==> config.mk <==
export PLATFORM = sky130hd
export DESIGN_NAME = bin_to_bcd_seq_flat
export DESIGN_NICKNAME = d
export VERILOG_FILES = /design/src/rtl/bin_to_bcd_seq_pkg.sv /design/src/rtl/bin_to_bcd_seq_if.sv /design/src/rtl/bin_to_bcd_seq_add3.sv /design/src/rtl/bin_to_bcd_seq.sv /design/src/flat_wrapper.sv
export SDC_FILE = /design/constraint.sdc
export NUM_CORES = 1
export LEC_CHECK = 0
export CORE_MARGIN = 2
export CORE_UTILIZATION = 60
export CTS_BUF_LIST = sky130_fd_sc_hd__clkbuf_4
export DETAILED_ROUTE_END_ITERATION = 8
export GPL_TIMING_DRIVEN = 0
export PLACE_DENSITY = 0.88
export SLEW_MARGIN = 20
export SYNTH_ARGS = -nofsm -noshare
export SYNTH_HDL_FRONTEND = slang
export SYNTH_SLANG_ARGS = --single-unit
==> constraint.sdc <==
create_clock -name clk_i -period 9.5 [get_ports clk_i]
set_input_delay 2.375 -clock clk_i [delete_from_list [all_inputs] [get_ports clk_i]]
set_output_delay 2.375 -clock clk_i [all_outputs]
set_load 0.05 [all_outputs]
==> src/rtl/bin_to_bcd_seq_pkg.sv <==
// Shared constants and types for the sequential binary-to-BCD converter.
// Digit codes are 7 bits wide to match the seven-segment decoder input.
package bin_to_bcd_seq_pkg;

    localparam int unsigned BIN_W       = 32;
    localparam int unsigned DIG_W       = 4;
    localparam int unsigned N_DISP_DIG  = 8;
    localparam int unsigned N_INT_DIG   = 10;
    localparam int unsigned SEG_IN_W    = 7;
    localparam int unsigned ADD3_THRESH = 5;
    localparam int unsigned N_ITER      = BIN_W;
    localparam int unsigned ACC_W       = N_INT_DIG * DIG_W;
    localparam int unsigned CNT_W       = 6;

    localparam logic [DIG_W-1:0] SAT_DIGIT = DIG_W'(9);

    typedef enum logic [0:0] {
        IDLE,
        CONV
    } state_t;

    // Displayed digits, index 0 = units
    typedef logic [N_DISP_DIG-1:0][SEG_IN_W-1:0] disp_t;

    // Widen a BCD digit to a decoder code with the upper bits zero
    function automatic logic [SEG_IN_W-1:0] digit_code(input logic [DIG_W-1:0] d);
        return SEG_IN_W'(d);
    endfunction

endpackage

==> src/rtl/bin_to_bcd_seq_if.sv <==
// Request/result bundle between the LSU/IO output register path and the converter.
// The converter is the slave; the requester drives start/value and reads the digits.
interface bin_to_bcd_seq_if;
    import bin_to_bcd_seq_pkg::*;

    logic                start_i;
    logic [BIN_W-1:0]    bin_i;
    logic                busy_o;
    logic                done_o;
    logic                ovf_o;
    logic [SEG_IN_W-1:0] bcd0_o;
    logic [SEG_IN_W-1:0] bcd1_o;
    logic [SEG_IN_W-1:0] bcd2_o;
    logic [SEG_IN_W-1:0] bcd3_o;
    logic [SEG_IN_W-1:0] bcd4_o;
    logic [SEG_IN_W-1:0] bcd5_o;
    logic [SEG_IN_W-1:0] bcd6_o;
    logic [SEG_IN_W-1:0] bcd7_o;

    modport master (
        output start_i, bin_i,
        input  busy_o, done_o, ovf_o,
        input  bcd0_o, bcd1_o, bcd2_o, bcd3_o, bcd4_o, bcd5_o, bcd6_o, bcd7_o
    );

    modport slave (
        input  start_i, bin_i,
        output busy_o, done_o, ovf_o,
        output bcd0_o, bcd1_o, bcd2_o, bcd3_o, bcd4_o, bcd5_o, bcd6_o, bcd7_o
    );

endinterface

==> src/rtl/bin_to_bcd_seq_add3.sv <==
// Double-dabble digit correction: adds 3 to a BCD digit of 5 or more
// so the following left shift carries correctly into the next decade.
module bcd_add3
    import bin_to_bcd_seq_pkg::*;
(
    input  logic [DIG_W-1:0] d,
    output logic [DIG_W-1:0] q_c
);

    always_comb begin
        q_c = (d >= DIG_W'(ADD3_THRESH)) ? d + DIG_W'(3) : d;
    end

endmodule

==> src/rtl/bin_to_bcd_seq.sv <==
// Sequential shift-and-add-3 binary-to-BCD converter, one input bit per clock.
// Results land in registered digit outputs only on completion; nothing moves mid-conversion.
module bin_to_bcd_seq
    import bin_to_bcd_seq_pkg::*;
#(
    parameter int unsigned DATA_W  = BIN_W,
    parameter bit          OVF_SAT = 1'b1
)
(
    input  logic             clk_i,
    input  logic             rst_i,
    bin_to_bcd_seq_if.slave  bus
);

    state_t              state_q, state_d;
    logic [CNT_W-1:0]    cnt_q, cnt_d;
    logic [DATA_W-1:0]   shift_q, shift_d;
    logic [ACC_W-1:0]    acc_q, acc_d, acc_adj;
    logic                busy_q, busy_d;
    logic                done_q, done_d;
    logic                ovf_q, ovf_d;
    disp_t               disp_q, disp_d;

    // Per-digit +3 correction on the current accumulator
    for (genvar g = 0; g < int'(N_INT_DIG); g++) begin : g_add3
        bcd_add3 u_add3 (
            .d   (acc_q[g*DIG_W +: DIG_W]),
            .q_c (acc_adj[g*DIG_W +: DIG_W])
        );
    end

    always_ff @(posedge clk_i or posedge rst_i) begin
        if (rst_i) begin
            state_q <= IDLE;
        end else begin
            state_q <= state_d;
        end
    end

    always_comb begin
        state_d = state_q;
        cnt_d   = cnt_q;
        shift_d = shift_q;
        acc_d   = acc_q;
        busy_d  = busy_q;
        done_d  = 1'b0;
        ovf_d   = ovf_q;
        disp_d  = disp_q;

        unique case (state_q)
            IDLE: begin
                if (bus.start_i) begin
                    shift_d = DATA_W'(bus.bin_i);
                    acc_d   = '0;
                    cnt_d   = '0;
                    busy_d  = 1'b1;
                    state_d = CONV;
                end
            end

            CONV: begin
                // MSB of the binary shift register enters accumulator bit 0
                {acc_d, shift_d} = {acc_adj, shift_q} << 1;
                cnt_d = cnt_q + CNT_W'(1);
                if (cnt_q == CNT_W'(DATA_W - 1)) begin
                    state_d = IDLE;
                    busy_d  = 1'b0;
                    done_d  = 1'b1;
                    ovf_d   = |acc_d[ACC_W-1:N_DISP_DIG*DIG_W];
                    for (int i = 0; i < int'(N_DISP_DIG); i++) begin
                        disp_d[i] = (ovf_d && OVF_SAT) ? digit_code(SAT_DIGIT)
                                                       : digit_code(acc_d[i*DIG_W +: DIG_W]);
                    end
                end
            end

            default: state_d = IDLE;
        endcase
    end

    always_ff @(posedge clk_i or posedge rst_i) begin
        if (rst_i) begin
            cnt_q   <= '0;
            shift_q <= '0;
            acc_q   <= '0;
            busy_q  <= 1'b0;
            done_q  <= 1'b0;
            ovf_q   <= 1'b0;
            disp_q  <= '0;
        end else begin
            cnt_q   <= cnt_d;
            shift_q <= shift_d;
            acc_q   <= acc_d;
            busy_q  <= busy_d;
            done_q  <= done_d;
            ovf_q   <= ovf_d;
            disp_q  <= disp_d;
        end
    end

    assign bus.busy_o = busy_q;
    assign bus.done_o = done_q;
    assign bus.ovf_o  = ovf_q;
    assign bus.bcd0_o = disp_q[0];
    assign bus.bcd1_o = disp_q[1];
    assign bus.bcd2_o = disp_q[2];
    assign bus.bcd3_o = disp_q[3];
    assign bus.bcd4_o = disp_q[4];
    assign bus.bcd5_o = disp_q[5];
    assign bus.bcd6_o = disp_q[6];
    assign bus.bcd7_o = disp_q[7];

endmodule

==> src/flat_wrapper.sv <==
// flat-port wrapper written by rule: the top's interface ports become plain ports
module bin_to_bcd_seq_flat import bin_to_bcd_seq_pkg::*;
#(
    parameter int unsigned DATA_W  = BIN_W,
    parameter bit          OVF_SAT = 1'b1
)
  (clk_i, rst_i, bus_start_i, bus_bin_i, bus_busy_o, bus_done_o, bus_ovf_o, bus_bcd0_o, bus_bcd1_o, bus_bcd2_o, bus_bcd3_o, bus_bcd4_o, bus_bcd5_o, bus_bcd6_o, bus_bcd7_o);
  bin_to_bcd_seq_if bus_i ();
  input  logic clk_i;
  input  logic rst_i;
  input wire logic [$bits(bus_i.start_i)-1:0] bus_start_i;
  input wire logic [$bits(bus_i.bin_i)-1:0] bus_bin_i;
  output wire logic [$bits(bus_i.busy_o)-1:0] bus_busy_o;
  output wire logic [$bits(bus_i.done_o)-1:0] bus_done_o;
  output wire logic [$bits(bus_i.ovf_o)-1:0] bus_ovf_o;
  output wire logic [$bits(bus_i.bcd0_o)-1:0] bus_bcd0_o;
  output wire logic [$bits(bus_i.bcd1_o)-1:0] bus_bcd1_o;
  output wire logic [$bits(bus_i.bcd2_o)-1:0] bus_bcd2_o;
  output wire logic [$bits(bus_i.bcd3_o)-1:0] bus_bcd3_o;
  output wire logic [$bits(bus_i.bcd4_o)-1:0] bus_bcd4_o;
  output wire logic [$bits(bus_i.bcd5_o)-1:0] bus_bcd5_o;
  output wire logic [$bits(bus_i.bcd6_o)-1:0] bus_bcd6_o;
  output wire logic [$bits(bus_i.bcd7_o)-1:0] bus_bcd7_o;
  assign bus_i.start_i = bus_start_i;
  assign bus_i.bin_i = bus_bin_i;
  assign bus_busy_o = bus_i.busy_o;
  assign bus_done_o = bus_i.done_o;
  assign bus_ovf_o = bus_i.ovf_o;
  assign bus_bcd0_o = bus_i.bcd0_o;
  assign bus_bcd1_o = bus_i.bcd1_o;
  assign bus_bcd2_o = bus_i.bcd2_o;
  assign bus_bcd3_o = bus_i.bcd3_o;
  assign bus_bcd4_o = bus_i.bcd4_o;
  assign bus_bcd5_o = bus_i.bcd5_o;
  assign bus_bcd6_o = bus_i.bcd6_o;
  assign bus_bcd7_o = bus_i.bcd7_o;
  bin_to_bcd_seq #(.DATA_W(DATA_W), .OVF_SAT(OVF_SAT)) u_core (.clk_i(clk_i), .rst_i(rst_i), .bus(bus_i));
endmodule
==> out/results.ini <==
[critical_path]
cp.required_ps=7130
critPathSlowestCell=clkdlybuf4s50_1
crit_path_start_kind=register
arrival_ps=1720
crit_path_end_kind=output pin
critPathMaxFanout=2
path_cells=clkdlybuf4s50_1
crit_buf_inv=1
crit_type=register to output pin
cpLargestDelayFamily=buffers and inverters
max_stage_delay_ps=820

[floorplanning]
core_um2=9640
fp-row-count=36
die_area_um2=10600
die-height_um=103
die_x_um=103
start_util=0.612
io_pins=94

[route]
postRouteAntennaNets=0
route.detailed.drc=0
firstDrtPassIters=5
routedWlPerCell_um=15.6
routed_via_density=5.40
drt-total-wl_um=13500
vias=4656
first_iter_violations=277

[clock_tree]
post_cts.resized_instances=0
numClockSinks=114
clockBufferDepth=2
cts_tree=yes
cts_made_buffers=17
clk_pin_slew_ps=100
cts_setup_buffers=0
htreeDepth=4
cts_root_buf=clkbuf_4
ctsHoldBuffers=0
clk-insertion-delay-late_ps=520

[sta]
post-route-min-period_ps=4100
fmax_ghz=0.244
worst_slew_pin_slew_ps=681
relSlewSlack=0.546
skew_ps=16.3
finalCritPeriodShare=0.431
totalNegativeSetupSlack_ps=0
rsz0062_at_grt=false
slew_violations=0
final-setup-viol-count=0
finalHoldViolCount=0

[synth]
ys_types=38
syn_avg_cell_area_um2=9.68
synth_warnings=0
synth_edf_count=0
async_flop_share=1.00
syn_area_um2=5890
synth_top_area_frac=0.484
synthFlopType=dfrtp_1
synth_cells=609
synth_largest_area_cell=dfrtp_1
synth_area_leaders=dfrtp_1 48%, mux2i_1 8.5%, nand2_1 6.0%
ys_ff_latch=114
yosysSeqAreaShare=0.484

[run]
cap_violations=0

[pwr]
powerDensity_nw_per_um2=316
p_leak_nw=3.28
ir_worst_vdd_mv=0.137

[global_route]
grt_pass1_vias=4678
gr-total-overflow=0
antenna_found_initial=0
grt_usage=0.279
grt_max_degree=64
grt_pass1_wl_um=22500

[layout]
area_growth_pct=20.4
top_register=u_core.acc_q
regArea_um2=2850
fillers=746
final_core_util=0.736
reg.largest.list=u_core.acc_q: 40 flops, u_core.shift_q: 32 flops, u_core.cnt_q: 6 flops
fin_nets=776
n_antenna_cell=0
multi_input_comb_area_um2=2710
drive_above_1_share=0.0945
largest_register_ffs=40

[status]
status=completed

[hold_path]
hold_class=register to register

[place]
gp_congestion=0.942
hpwl_um=9900
io_buffers=68

## per-stage QoR
| step | std cells | setup slack [ps] | power (mW) | instance area (µm²) | hold slack (ps) |
|---|---|---|---|---|---|
| 2_1_floorplan | 632 | 4110 | 1.62 | 5980 | 449 |
| 3_3_place_gp | 833 | 2560 | 1.85 | 6830 | 459 |
| 3_5_place_dp | 834 | 5850 | 1.92 | 6860 | 475 |
| 4_1_cts | 863 | 5380 | 2.25 | 7100 | 494 |
| 5_1_grt | 863 | 5340 | 2.42 | 7100 | 516 |
| 6_report | 863 | 5400 | 2.25 | 7100 | 488 |
## logic make-up (layout without fill, tap and decap cells)
family / Yosys count / count (layout) / share of synthesized area
flops: 114 / 114 / 0.484
xor+xnor: 12 / 12 / 0.0178
simple gates: 185 / 185 / 0.153
fa+ha+maj: 21 / 21 / 0.0446
compound gates: 144 / 144 / 0.142
other cells: 1 / 24 / 0.000636
buf+inv: 81 / 179 / 0.0709
mux: 51 / 51 / 0.0868
## power breakdown
part	switching, mW	internal (mW)
logic	0.660	0.441
clock network	0.171	0.152
registers	0.153	0.670
total	0.983	1.26
## final cells by class
type,instances,share of cell area
buffer,58,0.0467
clock buffer,19,0.0201
multi-input combinational,437,0.382
clock inverter,10,0.0134
sequential,114,0.402
tap,133,0.0234
timing repair buffer,69,0.0998
inverter,23,0.0129
## path summary, 6_finish.rpt
kind	startpoint	endpoint	slack (ps)	depth (start not counted)
worst max-delay path	u_core.bus.bcd0_o[0]	bus_bcd0_o[0]	5400	1
worst min-delay path	u_core.shift_q[14]	u_core.shift_q[15]	490	2
worst max register to register	u_core.acc_q[32]	u_core.bus.bcd7_o[2]	7280	8
worst min register to register	u_core.shift_q[14]	u_core.shift_q[15]	490	2
max in group asynchronous	rst_i	u_core.acc_q[14]	6560	3
min in group asynchronous	rst_i	u_core.shift_q[18]	2280	2
## cell usage after synthesis, drive strengths merged, types with 11 or more instances
library cell    n
nand2b         39
mux2i          50
nor3b          21
o31ai          21
clkbuf         22
ha             21
dfrtp         114
inv            23
nor2           20
a21oi          27
xnor2          11
nand2          95
o21ai          74
a31oi          15
buf            36
## worst min-delay path, delay by kind of cell, from the launching register on
kind	cells	cell delay, ps
AOI/OAI and AO/OA	1	60
DFF	1	360
and+or+nand+nor	1	50
## placed cells by master (no fill, tap or decap), drive strengths merged
| cell type | instances |
|---|---|
| xor2 | 1 |
| a22o | 1 |
| inv | 23 |
| dfrtp | 114 |
| xnor2 | 11 |
| ha | 21 |
| nand3 | 4 |
| nor3b | 21 |
| o31ai | 21 |
| a21oi | 27 |
| o21ai | 74 |
| or2 | 1 |
| a31oi | 15 |
| conb | 24 |
| nor2 | 20 |
| a211oi | 1 |
| clkdlybuf4s50 | 68 |
| and2 | 2 |
| o21a | 1 |
| clkinv | 8 |
| mux2i | 50 |
| nand2 | 95 |
| bufinv | 2 |
| clkbuf | 41 |
| nand4 | 2 |
| o211ai | 1 |
| nand2b | 39 |
| o22ai | 1 |
| a21o | 2 |
| buf | 37 |
| mux2 | 1 |
| and4 | 1 |
## routing by layer
metal / up-vias / routed length (µm) / track usage
li1: 2258 / - / -
met2: 156 / 6940 / 0.488
met1: 2225 / 5700 / 0.344
met5: - / 0 / 0
met3: 17 / 658 / 0.0617
met4: 0 / 182 / 0.0941
Note: power is estimated with default switching activity, not from simulation.
